<file path="src/rtl/tx_stuff_nrzi_encoder_if.sv">
// Timer-to-encoder handshake plus line and status outputs of the Tx bit-stuffing NRZI stage.
interface tx_stuff_nrzi_encoder_if;
  logic       sending;
  logic       load_enable;
  logic       shift_enable;
  logic [7:0] tx_byte;
  logic       eop_req;
  logic       stop_clock;
  logic       stop_clock_shift_enable;
  logic       dplus_out;
  logic       dminus_out;
  logic       tx_active;
  logic       eop_done;

  modport master (
    output sending, load_enable, shift_enable, tx_byte, eop_req,
    input  stop_clock, stop_clock_shift_enable, dplus_out, dminus_out, tx_active, eop_done
  );

  modport slave (
    input  sending, load_enable, shift_enable, tx_byte, eop_req,
    output stop_clock, stop_clock_shift_enable, dplus_out, dminus_out, tx_active, eop_done
  );
endinterface

</file>
<file path="src/rtl/tx_stuff_nrzi_encoder.sv">
// Serialises bytes LSB-first, inserts a stuffed 0 after STUFF_LEN ones, NRZI-encodes onto D+/D-,
// and appends SE0/J end-of-packet. Pauses the upstream timer while a stuff bit is on the line.
module tx_stuff_nrzi_encoder #(
  parameter int STUFF_LEN    = 6,
  parameter int BIT_CLKS     = 8,
  parameter int EOP_SE0_BITS = 2
) (
  input  logic                  clk,
  input  logic                  n_rst,
  tx_stuff_nrzi_encoder_if.slave bus
);
  localparam int OW = $clog2(STUFF_LEN + 1);
  localparam int SW = (BIT_CLKS > 2) ? $clog2(BIT_CLKS) : 1;
  localparam int EW = $clog2(EOP_SE0_BITS + 1);

  localparam logic [OW-1:0] ONES_MAX     = OW'(STUFF_LEN);
  localparam logic [SW-1:0] STUFF_TOGGLE = SW'(BIT_CLKS - 2);
  localparam logic [SW-1:0] STUFF_LAST   = SW'(BIT_CLKS - 1);
  localparam logic [EW-1:0] SE0_LAST     = EW'(EOP_SE0_BITS);

  typedef enum logic [2:0] {IDLE, DATA, STUFF, EOP_SE0, EOP_J} state_t;

  state_t          state_q, state_d;
  logic [7:0]      sr_q, sr_d;
  logic [3:0]      bit_cnt_q, bit_cnt_d;
  logic [OW-1:0]   ones_q, ones_d, ones_inc;
  logic [SW-1:0]   stuff_q, stuff_d;
  logic [EW-1:0]   se0_q, se0_d;
  logic            dp_q, dp_d, dm_q, dm_d;
  logic            stop_q, stop_d;
  logic            scse_q, scse_d;
  logic            done_q, done_d;

  assign ones_inc = ones_q + OW'(1);

  // NOTE: every signal written here gets its default first, so no path leaves one unassigned
  // and no latch is inferred; the pulse outputs default to 0, everything else holds.
  always_comb begin
    state_d   = state_q;
    sr_d      = sr_q;
    bit_cnt_d = bit_cnt_q;
    ones_d    = ones_q;
    stuff_d   = stuff_q;
    se0_d     = se0_q;
    dp_d      = dp_q;
    dm_d      = dm_q;
    stop_d    = stop_q;
    scse_d    = 1'b0;
    done_d    = 1'b0;

    case (state_q)
      IDLE: begin
        dp_d   = 1'b1;
        dm_d   = 1'b0;
        ones_d = '0;
        stop_d = 1'b0;
        if (bus.load_enable && bus.sending) begin
          sr_d      = bus.tx_byte;
          bit_cnt_d = 4'd8;
          state_d   = DATA;
        end
      end

      DATA: begin
        if (bus.load_enable) begin
          sr_d      = bus.tx_byte;
          bit_cnt_d = 4'd8;
        end else if (bus.shift_enable) begin
          if (bit_cnt_q != 4'd0) begin
            sr_d      = {1'b0, sr_q[7:1]};
            bit_cnt_d = bit_cnt_q - 4'd1;
            if (!sr_q[0]) begin
              dp_d   = ~dp_q;
              dm_d   = ~dm_q;
              ones_d = '0;
            end else begin
              ones_d = ones_inc;
              if (ones_inc == ONES_MAX) begin
                state_d = STUFF;
                stuff_d = '0;
                stop_d  = 1'b1;
              end
            end
          end else if (bus.eop_req) begin
            dp_d    = 1'b0;
            dm_d    = 1'b0;
            se0_d   = EW'(1);
            state_d = EOP_SE0;
          end else begin
            // Underrun: keep the line alive with a 0 bit.
            dp_d   = ~dp_q;
            dm_d   = ~dm_q;
            ones_d = '0;
          end
        end
      end

      STUFF: begin
        if (bus.load_enable) begin
          sr_d      = bus.tx_byte;
          bit_cnt_d = 4'd8;
        end
        stuff_d = stuff_q + SW'(1);
        // Stuffed 0 and the timer's release pulse appear together in the last stop_clock cycle.
        if (stuff_q == STUFF_TOGGLE) begin
          scse_d = 1'b1;
          dp_d   = ~dp_q;
          dm_d   = ~dm_q;
          ones_d = '0;
        end
        if (stuff_q == STUFF_LAST) begin
          stop_d  = 1'b0;
          stuff_d = '0;
          state_d = DATA;
        end
      end

      EOP_SE0: begin
        if (bus.shift_enable) begin
          if (se0_q == SE0_LAST) begin
            dp_d    = 1'b1;
            dm_d    = 1'b0;
            se0_d   = '0;
            state_d = EOP_J;
          end else begin
            se0_d = se0_q + EW'(1);
          end
        end
      end

      EOP_J: begin
        if (bus.shift_enable) begin
          done_d  = 1'b1;
          state_d = IDLE;
        end
      end

      default: state_d = IDLE;
    endcase

    // Losing the transmission window aborts silently from anywhere.
    if (state_q != IDLE && !bus.sending) begin
      state_d   = IDLE;
      sr_d      = '0;
      bit_cnt_d = '0;
      ones_d    = '0;
      stuff_d   = '0;
      se0_d     = '0;
      dp_d      = 1'b1;
      dm_d      = 1'b0;
      stop_d    = 1'b0;
      scse_d    = 1'b0;
      done_d    = 1'b0;
    end
  end

  // NOTE: state is updated with non-blocking assignments so every register samples the
  // pre-edge values computed above, independent of statement order.
  always_ff @(posedge clk or negedge n_rst) begin
    if (!n_rst) begin
      state_q   <= IDLE;
      sr_q      <= '0;
      bit_cnt_q <= '0;
      ones_q    <= '0;
      stuff_q   <= '0;
      se0_q     <= '0;
      dp_q      <= 1'b1;
      dm_q      <= 1'b0;
      stop_q    <= 1'b0;
      scse_q    <= 1'b0;
      done_q    <= 1'b0;
    end else begin
      state_q   <= state_d;
      sr_q      <= sr_d;
      bit_cnt_q <= bit_cnt_d;
      ones_q    <= ones_d;
      stuff_q   <= stuff_d;
      se0_q     <= se0_d;
      dp_q      <= dp_d;
      dm_q      <= dm_d;
      stop_q    <= stop_d;
      scse_q    <= scse_d;
      done_q    <= done_d;
    end
  end

  assign bus.dplus_out               = dp_q;
  assign bus.dminus_out              = dm_q;
  assign bus.stop_clock              = stop_q;
  assign bus.stop_clock_shift_enable = scse_q;
  assign bus.eop_done                = done_q;
  assign bus.tx_active               = (state_q != IDLE);
endmodule
</file>
<file path="src/flat_wrapper.sv">
// flat-port wrapper written by rule: the top's interface ports become plain ports
module tx_stuff_nrzi_encoder_flat 
#(
  parameter int STUFF_LEN    = 6,
  parameter int BIT_CLKS     = 8,
  parameter int EOP_SE0_BITS = 2
)
  (clk, n_rst, bus_sending, bus_load_enable, bus_shift_enable, bus_tx_byte, bus_eop_req, bus_stop_clock, bus_stop_clock_shift_enable, bus_dplus_out, bus_dminus_out, bus_tx_active, bus_eop_done);
  tx_stuff_nrzi_encoder_if bus_i ();
  input  logic clk;
  input  logic n_rst;
  input wire logic [$bits(bus_i.sending)-1:0] bus_sending;
  input wire logic [$bits(bus_i.load_enable)-1:0] bus_load_enable;
  input wire logic [$bits(bus_i.shift_enable)-1:0] bus_shift_enable;
  input wire logic [$bits(bus_i.tx_byte)-1:0] bus_tx_byte;
  input wire logic [$bits(bus_i.eop_req)-1:0] bus_eop_req;
  output wire logic [$bits(bus_i.stop_clock)-1:0] bus_stop_clock;
  output wire logic [$bits(bus_i.stop_clock_shift_enable)-1:0] bus_stop_clock_shift_enable;
  output wire logic [$bits(bus_i.dplus_out)-1:0] bus_dplus_out;
  output wire logic [$bits(bus_i.dminus_out)-1:0] bus_dminus_out;
  output wire logic [$bits(bus_i.tx_active)-1:0] bus_tx_active;
  output wire logic [$bits(bus_i.eop_done)-1:0] bus_eop_done;
  assign bus_i.sending = bus_sending;
  assign bus_i.load_enable = bus_load_enable;
  assign bus_i.shift_enable = bus_shift_enable;
  assign bus_i.tx_byte = bus_tx_byte;
  assign bus_i.eop_req = bus_eop_req;
  assign bus_stop_clock = bus_i.stop_clock;
  assign bus_stop_clock_shift_enable = bus_i.stop_clock_shift_enable;
  assign bus_dplus_out = bus_i.dplus_out;
  assign bus_dminus_out = bus_i.dminus_out;
  assign bus_tx_active = bus_i.tx_active;
  assign bus_eop_done = bus_i.eop_done;
  tx_stuff_nrzi_encoder #(.STUFF_LEN(STUFF_LEN), .BIT_CLKS(BIT_CLKS), .EOP_SE0_BITS(EOP_SE0_BITS)) u_core (.clk(clk), .n_rst(n_rst), .bus(bus_i));
endmodule
</file>
<file path="config.mk">
export PLATFORM = sky130hd
export DESIGN_NAME = tx_stuff_nrzi_encoder_flat
export DESIGN_NICKNAME = d
export VERILOG_FILES = /design/src/rtl/tx_stuff_nrzi_encoder_if.sv /design/src/rtl/tx_stuff_nrzi_encoder.sv /design/src/flat_wrapper.sv
export SDC_FILE = /design/constraint.sdc
export NUM_CORES = 1
export LEC_CHECK = 0
export ABC_AREA = 1
export ABC_CLOCK_PERIOD_IN_PS = 1700
export BUFFER_PORTS_ARGS = -buffer_cell sky130_fd_sc_hd__buf_2
export CAP_MARGIN = 10
export CORE_MARGIN = 5
export CORE_UTILIZATION = 52
export DETAILED_ROUTE_END_ITERATION = 8
export PLACE_DENSITY = 0.83
export SKIP_CTS_REPAIR_TIMING = 1
export SLEW_MARGIN = 40
export SYNTH_ARGS = -nofsm -noshare
export SYNTH_HDL_FRONTEND = slang
export SYNTH_SLANG_ARGS = --single-unit
</file>
<file path="constraint.sdc">
create_clock -name clk -period 1.7 [get_ports clk]
set_clock_uncertainty 0.15 [all_clocks]
set_input_delay 0.34 -clock clk [delete_from_list [all_inputs] [get_ports clk]]
set_output_delay 0.34 -clock clk [all_outputs]
set_load 0.01 [all_outputs]
</file>
### After elaboration in Yosys (flattened, before gate mapping)

Index checks and enable logic that the tools add are counted.

* reductions and logical operators: 17
* order comparisons: 0
* bitwise gates (word level): 2
* $mul: 0
* $add $sub $neg: 4
* shift operators: 0
* eq/ne operators: 29
* multiplexer cells: 85
* divide/modulo/power cells: 0

Operator list (number)
* 3-bit two-way mux: 26
* 8-bit two-way mux: 6
* 1-bit two-way mux: 31
* 4-bit two-way mux: 6
* 8-bit one-hot mux with 3 select lines: 1
* 3-bit by 1-bit != test with 1-bit output (second input constant): 7
* 3-bit by 2-bit != test with 1-bit output (second input constant): 6
* 3-bit one-hot mux with 5 select lines: 1
* 2-bit two-way mux: 7
* 7-bit AND reduction: 2
* 3-bit equality test (second input constant): 4
* 4-bit by 2-bit != test with 1-bit output (second input constant): 3
* 4-bit one-hot mux with 3 select lines: 1
* 6-bit AND reduction: 2
* 10-bit AND reduction: 1
* 5-bit AND reduction: 2
* 3-bit one-hot mux with 3 select lines: 1
* 3-bit nonzero test: 3
* 4-bit by 3-bit != test with 1-bit output (second input constant): 2
* 4-bit != test (second input constant): 2
* 1-bit one-hot mux with 4 select lines: 2
* 4-bit nonzero test: 2
* 3-bit by 1-bit adder with 3-bit output (second input constant): 2
* 3-bit by 2-bit equality test with 1-bit output (second input constant): 2
* 13 further kinds: 15

* memories: 0
* ROM bits: 0
* register bits: 28
* logic and storage cells: 148
* RAM bits: 0
* input bits: 14
* bits in latches: 0
* output and inout port bits: 6

### Logic depth before layout (Yosys ltp)

* depth after elaboration: 9
* depth in mapped cells: 11
* depth with buffers taken out: 10

### Worst setup path before layout

No wires, ideal clock.

* path kind: register to register
* start: reg u_core.bit_cnt_q[0]
* end: reg u_core.stuff_q[0]
* setup slack: 0.077 ns
* required time: 1.423 ns
* arrival: 1.346 ns
* period minus slack after synthesis: 1.623 ns
* path buffers: 0
* cell stages (with the launch flop): 9
* setup time: 0.127 ns
* cells stage by stage: dfrtp_1 > inv_1 > ha_1 > nand2_1 > inv_1 > o21ai_0 > nand3b_1 > nand2_1 > o21ai_0

* word-level cells in the longest chain between the ends: 3

Ends and longest elaborated chain
* from (decl): line tx_stuff_nrzi_encoder.sv:25 `logic [3:0] bit_cnt_q, bit_cnt_d;`
* from (signal assigned): line tx_stuff_nrzi_encoder.sv:175 `bit_cnt_q <= bit_cnt_d;`
* 4-bit nonzero test: line tx_stuff_nrzi_encoder.sv:69 `if (bit_cnt_q != 4'd0) begin`
* 3-bit by 1-bit != test with 1-bit output (no source line)
* 6-bit AND reduction (no source line)
* to (signal assigned): line tx_stuff_nrzi_encoder.sv:177 `stuff_q <= stuff_d;`
* to (decl): line tx_stuff_nrzi_encoder.sv:27 `logic [SW-1:0] stuff_q, stuff_d;`

Every way passes these cells.
A chain may end at the register's enable or synchronous reset.

### Worst setup path after layout

* start: reg u_core.state_q[0]
* end: out bus_tx_active

* word-level cells in the longest chain between the ends: 1

Ends and longest elaborated chain
* from (decl): line tx_stuff_nrzi_encoder.sv:23 `state_t state_q, state_d;`
* from (signal assigned): line tx_stuff_nrzi_encoder.sv:173 `state_q <= state_d;`
* 3-bit nonzero test: line tx_stuff_nrzi_encoder.sv:192 `assign bus.tx_active = (state_q != IDLE);`
* to (decl): line flat_wrapper.sv:21 `output wire logic [$bits(bus_i.tx_active)-1:0] bus_tx_active;`

Every way passes these cells.

==> reports/metrics.yaml <==
layout:
  drive_gt1_frac: 0.271
  final_cells: 337
  syn2layout_area_growth_pct: 24.8
  final_nets: 313
  nFillCells: 276
  antennaDiodeCount: 0
  fin_area_mm2: 0.00223
detailed_routing:
  first_iter_violations: 118
  dr.pass1.iters: 5
  drcViolationCount: 0
  wire_per_inst_um: 13.3
  post_drt_via_cell_ratio: 5.37
  vias: 1809
  drt-total-wl_um: 4480
  ant_nets: 0
floorplan:
  start_util: 0.537
  die_y_um: 68.7
  core_area_mm2: 0.00334
  die_x_um: 68.7
  die_area_mm2: 0.00472
  rows: 21
  ios: 20
global_routing:
  overflow: 0
  antenna_found_initial: 0
  grt_usage: 0.178
  grt_pass1_vias: 1527
  grt_max_degree: 29
  grt_pass1_wl_um: 6490
place:
  portBuffers: 19
  place_ws_ns: 0.00465
  hpwl_um: 2890
  place.gp.congestion: 0.915
  dpl_cell_area_mm2: 0.00201
  dp.cells: 326
synth:
  synth_fp_nets: 274
  synthDominantCellAreaShare: 0.377
  ys_warn_count: 0
  syn_inst: 253
  async_flop_share: 1.00
  yosysMostFrequentCell: "nand2_1"
  synth_seq_cells: 28
  synthFlopType: "dfrtp_1"
  synth_area_per_cell_um2: 7.08
  synth_cell_type_count: 28
  netlist_area_mm2: 0.00179
  synthTopCellsByArea: "dfrtp_1, nand2_1, nand3_1"
  synth_edf_count: 0
  synthTopCellsByCount: "nand2_1, nand3_1, nor2_1"
  yosys.area.top_type: "dfrtp_1"
  seq_area_frac_synth: 0.392
power:
  clkPwrFrac: 0.087
  p_sw_mw: 1.84
  p_seq_frac: 0.286
  p_int_mw: 2.00
  total_power_mw: 3.84
  combPwrFrac: 0.627
  switching_share: 0.479
  irDropWorstVdd_mv: 0.831
  power.density_mw_per_mm2: 1720
  leakage_nw: 1.24
timing:
  grt_setup_unrepaired: "true"
  finalCriticalPeriod_ns: 1.71
  slew_violations: 0
  period_share: 1.01
  slew_headroom: 0.570
  tightest_slew_ns: 0.646
  holdWs_ns: 0.0861
  fmax_ghz: 0.583
  finalSetupViolCount: 2
  setup_slack_ns: -0.0141
  finalHoldViolCount: 0
clock_network:
  cts.sinks: 28
  h-tree-depth: 1
  clk_latency_ns: 0.34
  cts_max_path_buffers: 2
  cts-root-buf: "clkbuf_4"
  cts_buffers: 3
  cts_tree: "done"
  path_clk_slew_ns: 0.15
setup_path:
  cpPeakStageDelay_ns: 0.51
  path_class: "flip-flop to output pin"
  r2r_cells: 8
  r2r_slack_ns: -0.01
  worst-path-buf-inv: 1
  critPathArrivalTime_ns: 1.22
  critPathLaunchType: "flip-flop"
  required_ns: 1.21
  crit_path_end_kind: "output pin"
  cp_top_family: "flip-flops"
  crit_slowest_cell: "dfrtp_2"
  crit_chain: "nor2_4 -> nand2_2 -> buf_6"
  path_depth: 3
  worst-path-max-fanout: 6
run_status:
  violations: "setup timing"
  status: "finished with violations"
run:
  drv_cap: 0
min_path:
  min_path_cells: 3
  hold_class: "input port to flip-flop"
[layout make-up]
cell class / count / area [um^2] / area share
multi-input cells: 195 / 1080 / 0.484
repair buffers: 37 / 255 / 0.114
clock buffers: 4 / 36.3 / 0.0162
well taps: 46 / 57.6 / 0.0258
inverters: 27 / 101 / 0.0454
flip-flops and latches: 28 / 703 / 0.315
[power by group through the flow]
stage | logic, mW | registers [mW] | clock network [mW]
floorplan | 1.47 | 1.08 | 0
global placement | 1.96 | 1.09 | 0
detailed placement | 2.01 | 1.10 | 0
CTS | 2.02 | 1.08 | 0.346
global route | 2.68 | 1.12 | 0.378
finish | 2.41 | 1.10 | 0.336
[layer usage]
metal	vias up	wire, um	track usage
li1	885	-	-
met1	836	1940	0.245
met2	77	2150	0.281
met3	11	294	0.0227
met4	0	99	0.0670
met5	-	0	0
[worst register-to-register path: stages (launching register included)]
cell and delay [ns]:
dfrtp_2 0.51, nor2_4 0.17, nand2_2 0.09, nand2_1 0.12
buf_12 0.15, inv_1 0.09, nor3_1 0.21, nand3_1 0.11
nand2_1 0.07
[through the flow]
stage,TNS (ns),utilization
floorplan,0,-
global placement,0,0.601
detailed placement,0,0.601
CTS,-0.332,0.612
global route,-1.25,0.670
finish,-0.0237,0.670
[logic make-up after synthesis]
group,count (synthesis),synth area share
AND/OR/NAND/NOR,167,0.416
adder cells (fa/ha/maj),7,0.0489
AO/OA/AOI/OAI,19,0.0601
XOR/XNOR,1,0.00489
flip-flops,28,0.392
buffers and inverters,31,0.0783
[cell usage in the layout, fill, tap and decap left out, drive strengths merged]
cell type | netlist | final
nand3b | 3 | 3
dfrtp | 27 | 27
dfstp | 1 | 1
nand2 | 82 | 83
nor2 | 38 | 38
o211ai | 1 | 1
inv | 27 | 27
nand4 | 1 | 1
xnor2 | 1 | 1
and2 | 1 | 1
nor3 | 4 | 4
buf | 4 | 36
o21bai | 3 | 3
nand3 | 37 | 37
o21ai | 14 | 14
nor4 | 1 | 1
ha | 7 | 7
dlygate4sd3 | 0 | 1
clkbuf | 0 | 4
o21a | 1 | 1
[sequential cells by signal (all words and copies together), names as in the netlist, 2 cells and up]
| signal | flops |
|---|---|
| u_core.bit_cnt_q | 4 |
| u_core.ones_q | 3 |
| u_core.se0_q | 2 |
| u_core.sr_q | 8 |
| u_core.state_q | 3 |
| u_core.stuff_q | 3 |
[worst paths after layout]
path,startpoint,endpoint
worst max-delay path,u_core.state_q[0]$_DFFE_PN0P_,bus_tx_active
worst min-delay path,bus_shift_enable,u_core.bus.eop_done$_DFF_PN0_
worst max register to register,u_core.state_q[0]$_DFFE_PN0P_,u_core.bit_cnt_q[1]$_DFFE_PN0P_
worst min register to register,u_core.bus.stop_clock$_DFFE_PN0P_,u_core.bus.stop_clock$_DFFE_PN0P_
max in group asynchronous,n_rst,u_core.state_q[0]$_DFFE_PN0P_
min in group asynchronous,n_rst,u_core.stuff_q[0]$_DFFE_PN0P_
No activity file was read; power rests on OpenSTA's default activity.
